$ cat src/rtl/seq_pkg.sv
// Shared types and default sizes for the serial pattern generator.
package seq_pkg;

  // FSM state encoding is visible on state_out, so the values are fixed.
  typedef enum logic [1:0] {
    StIdle   = 2'd0,
    StShift  = 2'd1,
    StGap    = 2'd2,
    StParity = 2'd3
  } seq_state_e;

  localparam int unsigned PatWDef = 8;
  localparam int unsigned LenWDef = 4;
  localparam int unsigned RepWDef = 4;
  localparam int unsigned GapWDef = 4;

endpackage

$ cat src/rtl/seq_shift_reg.sv
// Loadable MSB-first shifter. The pattern is left-aligned on load so that
// bit len-1 sits at the MSB; a captured copy allows each repetition to restart.
module seq_shift_reg #(
  parameter int unsigned PAT_W = 8,
  parameter int unsigned LEN_W = 4
) (
  input  logic             clk,
  input  logic             reset_n,
  input  logic             load_i,
  input  logic             restart_i,
  input  logic             shift_i,
  input  logic [PAT_W-1:0] pat_i,
  input  logic [LEN_W-1:0] len_i,
  output logic             msb_o,
  output logic             next_msb_o,
  output logic             parity_o
);

  logic [PAT_W-1:0] cap_q, cap_d;
  logic [PAT_W-1:0] sr_q, sr_d;
  logic             par_q, par_d;
  logic [LEN_W-1:0] sh_amt;
  logic [PAT_W-1:0] aligned;

  // Align, then load / restart / shift; parity accumulates bits shifted out.
  always_comb begin
    sh_amt  = LEN_W'(PAT_W) - len_i;
    aligned = pat_i << sh_amt;
    cap_d   = cap_q;
    sr_d    = sr_q;
    par_d   = par_q;
    if (load_i) begin
      cap_d = aligned;
      sr_d  = aligned;
      par_d = 1'b0;
    end else if (restart_i) begin
      sr_d  = cap_q;
      par_d = 1'b0;
    end else if (shift_i) begin
      sr_d  = {sr_q[PAT_W-2:0], 1'b0};
      par_d = par_q ^ sr_q[PAT_W-1];
    end
  end

  // Shifter state registers.
  always_ff @(posedge clk or negedge reset_n) begin
    if (!reset_n) begin
      cap_q <= '0;
      sr_q  <= '0;
      par_q <= 1'b0;
    end else begin
      cap_q <= cap_d;
      sr_q  <= sr_d;
      par_q <= par_d;
    end
  end

  assign msb_o      = sr_q[PAT_W-1];
  assign next_msb_o = sr_d[PAT_W-1];
  assign parity_o   = par_q;

endmodule

$ cat src/rtl/seq_pattern_gen.sv
// Serial bit-pattern transmitter with repeat count and inter-repetition gap.
// Optional even-parity bit per repetition: define SEQ_PATTERN_GEN_PARITY_EN.
module seq_pattern_gen
  import seq_pkg::*;
#(
  parameter int unsigned PAT_W = PatWDef,
  parameter int unsigned LEN_W = LenWDef,
  parameter int unsigned REP_W = RepWDef,
  parameter int unsigned GAP_W = GapWDef
) (
  input  logic             clk,
  input  logic             reset_n,
  input  logic             start,
  input  logic             abort,
  input  logic [PAT_W-1:0] pattern_in,
  input  logic [LEN_W-1:0] len_in,
  input  logic [REP_W-1:0] repeat_in,
  input  logic [GAP_W-1:0] gap_in,
  output logic             seq_out,
  output logic             seq_valid,
  output logic             busy,
  output logic             done,
  output logic [1:0]       state_out
);

  seq_state_e       state_q, state_d;
  logic [LEN_W-1:0] bit_cnt_q, bit_cnt_d;
  logic [REP_W-1:0] rep_cnt_q, rep_cnt_d;
  logic [GAP_W-1:0] gap_cnt_q, gap_cnt_d;
  logic [LEN_W-1:0] len_q, len_d;
  logic [GAP_W-1:0] gap_q, gap_d;
  logic             seq_out_q, seq_out_d;
  logic             seq_valid_q, seq_valid_d;
  logic             busy_q, busy_d;
  logic             done_q, done_d;

  logic [LEN_W-1:0] len_eff;
  logic             load, restart, shift, rep_end, par_sel;
  logic             msb, next_msb, parity, par_bit;

  assign len_eff = (len_in > LEN_W'(PAT_W)) ? LEN_W'(PAT_W) : len_in;

  seq_shift_reg #(
    .PAT_W(PAT_W),
    .LEN_W(LEN_W)
  ) u_shift (
    .clk       (clk),
    .reset_n   (reset_n),
    .load_i    (load),
    .restart_i (restart),
    .shift_i   (shift),
    .pat_i     (pattern_in),
    .len_i     (len_eff),
    .msb_o     (msb),
    .next_msb_o(next_msb),
    .parity_o  (parity)
  );

  // Parity over all len bits: bits already shifted out plus the final one.
  assign par_bit = parity ^ msb;

  // Next-state, counter and control decode.
  always_comb begin
    state_d     = state_q;
    bit_cnt_d   = bit_cnt_q;
    rep_cnt_d   = rep_cnt_q;
    gap_cnt_d   = gap_cnt_q;
    len_d       = len_q;
    gap_d       = gap_q;
    seq_valid_d = 1'b0;
    done_d      = 1'b0;
    load        = 1'b0;
    restart     = 1'b0;
    shift       = 1'b0;
    rep_end     = 1'b0;
    par_sel     = 1'b0;

    case (state_q)
      StIdle: begin
        if (start && (len_in != '0)) begin
          load        = 1'b1;
          state_d     = StShift;
          bit_cnt_d   = len_eff - 1'b1;
          rep_cnt_d   = repeat_in;
          gap_d       = gap_in;
          len_d       = len_eff;
          seq_valid_d = 1'b1;
        end
      end
      StShift: begin
        shift = 1'b1;
        if (bit_cnt_q != '0) begin
          bit_cnt_d   = bit_cnt_q - 1'b1;
          seq_valid_d = 1'b1;
        end else begin
`ifdef SEQ_PATTERN_GEN_PARITY_EN
          state_d     = StParity;
          seq_valid_d = 1'b1;
          par_sel     = 1'b1;
          shift       = 1'b0;
`else
          rep_end     = 1'b1;
`endif
        end
      end
      StGap: begin
        if (gap_cnt_q != '0) begin
          gap_cnt_d = gap_cnt_q - 1'b1;
        end else begin
          restart     = 1'b1;
          state_d     = StShift;
          bit_cnt_d   = len_q - 1'b1;
          seq_valid_d = 1'b1;
        end
      end
`ifdef SEQ_PATTERN_GEN_PARITY_EN
      StParity: begin
        rep_end = 1'b1;
      end
`endif
      default: begin
        state_d = StIdle;
      end
    endcase

    // End of one repetition: gap, immediate restart, or finish.
    if (rep_end) begin
      if (rep_cnt_q != '0) begin
        rep_cnt_d = rep_cnt_q - 1'b1;
        if (gap_q != '0) begin
          state_d   = StGap;
          gap_cnt_d = gap_q - 1'b1;
        end else begin
          restart     = 1'b1;
          shift       = 1'b0;
          state_d     = StShift;
          bit_cnt_d   = len_q - 1'b1;
          seq_valid_d = 1'b1;
        end
      end else begin
        state_d = StIdle;
        done_d  = 1'b1;
      end
    end

    if (abort && (state_q != StIdle)) begin
      state_d     = StIdle;
      seq_valid_d = 1'b0;
      done_d      = 1'b0;
      load        = 1'b0;
      restart     = 1'b0;
      shift       = 1'b0;
      par_sel     = 1'b0;
    end

    busy_d = (state_d != StIdle);
  end

  // Serial data for the next cycle; kept apart so it sees the shifter's next MSB.
  always_comb begin
    seq_out_d = seq_valid_d & (par_sel ? par_bit : next_msb);
  end

  // State, counters and registered outputs.
  always_ff @(posedge clk or negedge reset_n) begin
    if (!reset_n) begin
      state_q     <= StIdle;
      bit_cnt_q   <= '0;
      rep_cnt_q   <= '0;
      gap_cnt_q   <= '0;
      len_q       <= '0;
      gap_q       <= '0;
      seq_out_q   <= 1'b0;
      seq_valid_q <= 1'b0;
      busy_q      <= 1'b0;
      done_q      <= 1'b0;
    end else begin
      state_q     <= state_d;
      bit_cnt_q   <= bit_cnt_d;
      rep_cnt_q   <= rep_cnt_d;
      gap_cnt_q   <= gap_cnt_d;
      len_q       <= len_d;
      gap_q       <= gap_d;
      seq_out_q   <= seq_out_d;
      seq_valid_q <= seq_valid_d;
      busy_q      <= busy_d;
      done_q      <= done_d;
    end
  end

  assign seq_out   = seq_out_q;
  assign seq_valid = seq_valid_q;
  assign busy      = busy_q;
  assign done      = done_q;
  assign state_out = state_q;

endmodule

$ cat config.mk
export PLATFORM = sky130hd
export DESIGN_NAME = seq_pattern_gen
export DESIGN_NICKNAME = d
export VERILOG_FILES = /design/src/rtl/seq_pkg.sv /design/src/rtl/seq_shift_reg.sv /design/src/rtl/seq_pattern_gen.sv
export SDC_FILE = /design/constraint.sdc
export NUM_CORES = 1
export LEC_CHECK = 0
export ABC_AREA = 1
export BUFFER_PORTS_ARGS = -buffer_cell sky130_fd_sc_hd__buf_2
export CAP_MARGIN = 20
export CORE_MARGIN = 5
export CORE_UTILIZATION = 40
export CTS_BUF_LIST = sky130_fd_sc_hd__clkbuf_4 sky130_fd_sc_hd__clkbuf_8 sky130_fd_sc_hd__clkbuf_16
export DETAILED_ROUTE_END_ITERATION = 7
export PLACE_DENSITY = 0.63
export SLEW_MARGIN = 20
export SYNTH_ARGS = -nofsm -noshare
export SYNTH_HDL_FRONTEND = slang
export SYNTH_HIERARCHICAL = 1
export SYNTH_SLANG_ARGS = --single-unit
$ cat constraint.sdc
create_clock -name clk -period 2.73 [get_ports clk]
set_clock_uncertainty 0.2 [all_clocks]
set_input_delay 0.819 -clock clk [delete_from_list [all_inputs] [get_ports clk]]
set_output_delay 0.819 -clock clk [all_outputs]
set_load 0.005 [all_outputs]
Yosys cells after proc, flatten, opt, wreduce, memory -nomap -nowiden

Cells that the tools add are included.

Register bits after elaboration: 42
Latch bits: 0
RAM bits: 0
Memory bits (read-only): 0
Bits of input ports: 24
Logic and storage cells: 89
Memories kept: 0

Add/sub/neg operators: 7
Multiply operators: 0
Div/mod/pow operators: 0
Magnitude comparators: 1
Equality and inequality tests: 2
Shift operators: 1
Mux-type cells: 52
Bitwise logic cells: 1
Reductions and logical operators: 12

Operator list:

| kind                | number |
|---|---|
| $mux 4              | 16 |
| $mux 1              | 24 |
| $mux 8              | 3 |
| $sub 4x1->4 const B | 6 |
| $reduce_bool 4->1   | 5 |
| $mux 2              | 6 |
| $pmux 4 s3          | 1 |
| $shl 8x4->8         | 1 |
| $pmux 2 s3          | 1 |
| $gt 4x4->1 const B  | 1 |
| $reduce_bool 2->1   | 2 |
| $sub 4x4->4 const A | 1 |
| $pmux 1 s3          | 1 |
| $reduce_bool 3->1   | 1 |
| $eq 2x1->1 const B  | 1 |
| $eq 2x2->1 const B  | 1 |
| $logic_and 1x1->1   | 2 |
| $logic_not 2->1     | 1 |
| $reduce_and 2->1    | 1 |
| $and 1x1->1         | 1 |

Logic depth before layout (Yosys ltp)

Depth after elaboration: 10
Gate-level depth with buffers: 15

Modules after synthesis

Netlist, hierarchy kept.

Modules (own cells, without submodules):

| module          | times used | cells each | area an instance (um^2) |
|---|---|---|---|
| seq_pattern_gen | 1          | 211        | 1587.8 |
| seq_shift_reg   | 1          | 150        | 1113.6 |

Least setup slack after synthesis

OpenSTA, ideal clock, no wires.

Kind: input port to flip-flop
Start point: input port len_in[3]
End point: register seq_out_q, in the netlist seq_out
Library setup time: 0.123 ns
Data arrival time: 2.303 ns
Data required time: 2.407 ns
Slack: 0.104 ns
Cell stages on the path: 15
Buffers on the path: 3
Cells stage by stage: inv_1 > nand2_1 > inv_1 > buf_6 > inv_4 > buf_12 > ha_1 > buf_8 > inv_2 > nand3_1 > nand3_1 > o21ai_1 > nand2_1 > nand2_1 > nor3b_1

RTL lines:

| what                   | RTL line               | source |
|---|---|---|
| start: declaration     | seq_pattern_gen.sv:16  | `input logic [LEN_W-1:0] len_in,` |
| $gt 4x4->1             | seq_pattern_gen.sv:41  | `assign len_eff = (len_in > LEN_W'(PAT_W)) ? LEN_W'(PAT_W) : len_in;` |
| $mux 4                 | seq_pattern_gen.sv:41  |  |
| net len_eff[0]         | seq_pattern_gen.sv:37  | `logic [LEN_W-1:0] len_eff;` |
| $sub 4x4->4            | seq_shift_reg.sv:27    | `sh_amt = LEN_W'(PAT_W) - len_i;` |
| $shl 8x4->8            | seq_shift_reg.sv:28    | `aligned = pat_i << sh_amt;` |
| $mux 8                 | seq_shift_reg.sv:32    | `if (load_i) begin` |
| net next_msb           | seq_pattern_gen.sv:39  | `logic msb, next_msb, parity, par_bit;` |
| $and 1x1->1            | seq_pattern_gen.sv:161 | `seq_out_d = seq_valid_d & (par_sel ? par_bit : next_msb);` |
| net seq_out_d          | seq_pattern_gen.sv:32  | `logic seq_out_q, seq_out_d;` |
| end signal: assignment | seq_pattern_gen.sv:184 | `seq_out_q <= seq_out_d;` |
| end: declaration       | seq_pattern_gen.sv:32  |  |

The timed path passes the listed nets, and every way through them passes these cells.
A chain may end at the register's enable or synchronous reset.

Worst setup path in the final report

Start point: register bit_cnt_q[0]
End point: register seq_out_q, in the netlist seq_out

RTL lines:

| what                     | RTL line               | source |
|---|---|---|
| start: declaration       | seq_pattern_gen.sv:27  | `logic [LEN_W-1:0] bit_cnt_q, bit_cnt_d;` |
| start signal: assignment | seq_pattern_gen.sv:179 | `bit_cnt_q <= bit_cnt_d;` |
| $reduce_bool 4->1        | seq_pattern_gen.sv:92  | `if (bit_cnt_q != '0) begin` |
| $mux 1                   | seq_pattern_gen.sv:92  |  |
| $mux 1                   | seq_pattern_gen.sv:78  | `case (state_q)` |
| $mux 1                   | seq_pattern_gen.sv:127 | `if (rep_end) begin` |
| $mux 1                   | seq_pattern_gen.sv:146 | `if (abort && (state_q != StIdle)) begin` |
| net restart              | seq_pattern_gen.sv:38  | `logic load, restart, shift, rep_end, par_sel;` |
| $mux 8                   | seq_shift_reg.sv:36    | `end else if (restart_i) begin` |
| $mux 8                   | seq_shift_reg.sv:32    |  |
| net next_msb             | seq_pattern_gen.sv:39  |  |
| $and 1x1->1              | seq_pattern_gen.sv:161 |  |
| net seq_out_d            | seq_pattern_gen.sv:32  |  |

The timed path passes the listed nets, and every way through them passes these cells. The select of a mux whose other input is x is not followed.

==> run_results.csv <==
group,metric,value,unit
outcome,status,"complete, no violations",
synth,synth_cells,357,
worst_setup_path,end_kind,"flop",
clock_network,cts_tree,"yes",
clock_network,path_clk_slew,0.08,ns
floorplanning,row_count,29,
synth,yosys_warnings,6,
layout,fin_nets,424,
worst_setup_path,crit_required,2.71,ns
worst_setup_path,slowest_stage,"dfrtp_1",
timing,worst_pin_slew,0.521,ns
placement,io_buffers,29,
synth,synth_area_per_cell,7.45,um2
layout,num_antenna_cells,0,
worst_setup_path,path_class,"reg -> reg",
floorplanning,fp.dieH,91.5,um
clock_network,clock_latency,0.29,ns
pwr,sw_frac_of_total,43.4,%
pwr,switchingPower,0.00127,W
global_routing,grt_pass1_wl,10.1,mm
pwr,ir_drop,0.342,mV
layout,final_cell_mix,"94 x nand2_1, 43 x inv_1, 42 x dfrtp_1",
global_routing,first_global_vias,2270,
worst_setup_path,r2r-start,"bit_cnt_q[0]",
detailed_routing,ant_nets,0,
timing,report.final.slew_viol_count,0,
floorplanning,dieArea,8380,um2
detailed_routing,first_iter_violations,140,
timing,finalCritPeriodShare,90.9,%
worst_setup_path,crit_chain,"inv_1, ha_1, nand3_2, nor2_4, nand3_2, a21oi_1, inv_1, nand2_1, a21oi_1, a31oi_1, nand2_1, nor3b_1",
synth,synth_nets,389,
layout,syn_to_final_growth,13.0,%
layout,drive_above_1_share,18.6,%
timing,fmax,403,MHz
worst_setup_path,path_buf_inv,2,
clock_network,hold_buffers,0,
pwr,power.share.clock,15.9,%
timing,finalCriticalPeriod,2.48,ns
floorplanning,pin_count,30,
synth,syn_area,2660,um2
layout,nFillCells,631,
min_path,hold_class,"reg -> reg",
floorplanning,core_area,6420,um2
detailed_routing,dr.pass1.iters,4,
floorplanning,die_x,91.5,um
floorplanning,start_util,41.4,%
worst_setup_path,max_stage_delay,0.36,ns
pwr,pwr-share-comb,48.9,%
pwr,power_frac_seq,35.2,%
placement,place_congestion,0.937,
worst_setup_path,critPathLaunch,"bit_cnt_q[0]",
layout,mostFrequentLayoutCell,"nand2_1",
placement,dpl.hpwl,4.38,mm
global_routing,grt_remaining_overflow,0,
timing,hold_viol,0,
worst_setup_path,path_max_fanout,6,
detailed_routing,vias,2306,
placement,dp_slack,0.137,ns
clock_network,numCtsBuffers,5,
timing,rsz0062_at_grt,"false",
detailed_routing,viasPerCell,4.91,
worst_setup_path,ff2ff_setup_slack,0.25,ns
clock_network,clk_path_buf_depth,2,
worst_setup_path,cp.depth,12,
clock_network,htree_levels,2,
detailed_routing,postRouteWirelength,5.60,mm
global_routing,antenna_found_initial,0,
worst_setup_path,regToRegEndpoint,"seq_out",
clock_network,root_buffer,"clkbuf_8",
global_routing,grt_usage,14.5,%
worst_setup_path,reg2reg_depth,12,
pwr,p_int,0.00165,W
clock_network,cts.sinks,42,
clock_network,postCtsSetupBuffers,0,
detailed_routing,drcViolationCount,0,
global_routing,grt_max_degree,28,
timing,setup_viol,0,
layout,final_core_util,46.8,%
timing,holdWs,0.290,ns
timing,relSlewSlack,65.3,%
clock_network,ctsResizeCount,0,
pwr,leakage,1.57,nW
flow_run,maxCapViolations,0,
timing,fin_ws,0.248,ns
min_path,hold_path_depth,2,
detailed_routing,routedWlPerCell,11.9,um
worst_setup_path,start_kind,"flop",
timing,tns,0,ns
worst_setup_path,path_delay_family,"simple AND/OR/NAND/NOR gates",
worst_setup_path,cp.arrival,2.46,ns
pwr,power-per-cell-area,972,nW/um2
worst_setup_path,worstSetupEndpoint,"seq_out",
[metrics by stage]
step	std cells	instance area [um2]	total power [W]
floorplan	357	2660	0.00211
global placement	462	2890	0.00243
detailed placement	462	2890	0.00247
CTS	470	3000	0.00294
global route	470	3000	0.00322
finish	470	3000	0.00292
[worst min path at each step]
| stage | from | endpoint | slack, ns |
|---|---|---|---|
| 5_1_grt | u_shift/cap_q[7] | u_shift/cap_q[7] | 0.33 |
| 6_report | u_shift/cap_q[7] | u_shift/cap_q[7] | 0.29 |
| 4_1_cts | u_shift/cap_q[0] | u_shift/cap_q[0] | 0.29 |
| 3_3_place_gp | u_shift/cap_q[7] | u_shift/cap_q[7] | 0.27 |
| 2_1_floorplan | u_shift/cap_q[7] | u_shift/cap_q[7] | 0.25 |
| 3_5_place_dp | u_shift/cap_q[0] | u_shift/cap_q[0] | 0.27 |
[metal layers]
metal	wire (um)	vias to the layer above	global-route usage, %
met2	2430	53	23.2
met4	85	0	4.52
met5	0	-	0
li1	-	1212	-
met1	2820	1036	20.3
met3	257	5	1.82
[tightest hold or removal path, cell delays in order, from the launching register on]
cell and delay (ns):
dfrtp_1 0.35, nand2_1 0.06, nand2_1 0.06
[sequential cells by signal, summed over array words and instances (netlist names)]
signal and flops:
u_shift/cap_q 8, u_shift/sr_q 8, bit_cnt_q 4, gap_cnt_q 4, gap_q 4, len_q 4, rep_cnt_q 4, state_out 2
busy 1, done 1, seq_out 1, seq_valid 1
[layout make-up]
cell class | instances | area [um2] | share of cell area (%)
multi-input cells | 257 | 1340 | 44.7
flip-flops and latches | 42 | 1050 | 35.0
repair buffers | 37 | 218 | 7.25
inverters | 49 | 186 | 6.21
clock buffers | 8 | 110 | 3.67
well taps | 77 | 96.3 | 3.21
[power by group through the flow]
stage	clock network (W)	registers, W	logic [W]
3_5_place_dp	0	0.00104	0.00143
5_1_grt	0.000500	0.00106	0.00166
6_report	0.000465	0.00103	0.00143
4_1_cts	0.000475	0.00103	0.00144
2_1_floorplan	0	0.00101	0.00110
3_3_place_gp	0	0.00103	0.00139
(Power assumes the default switching activity.)
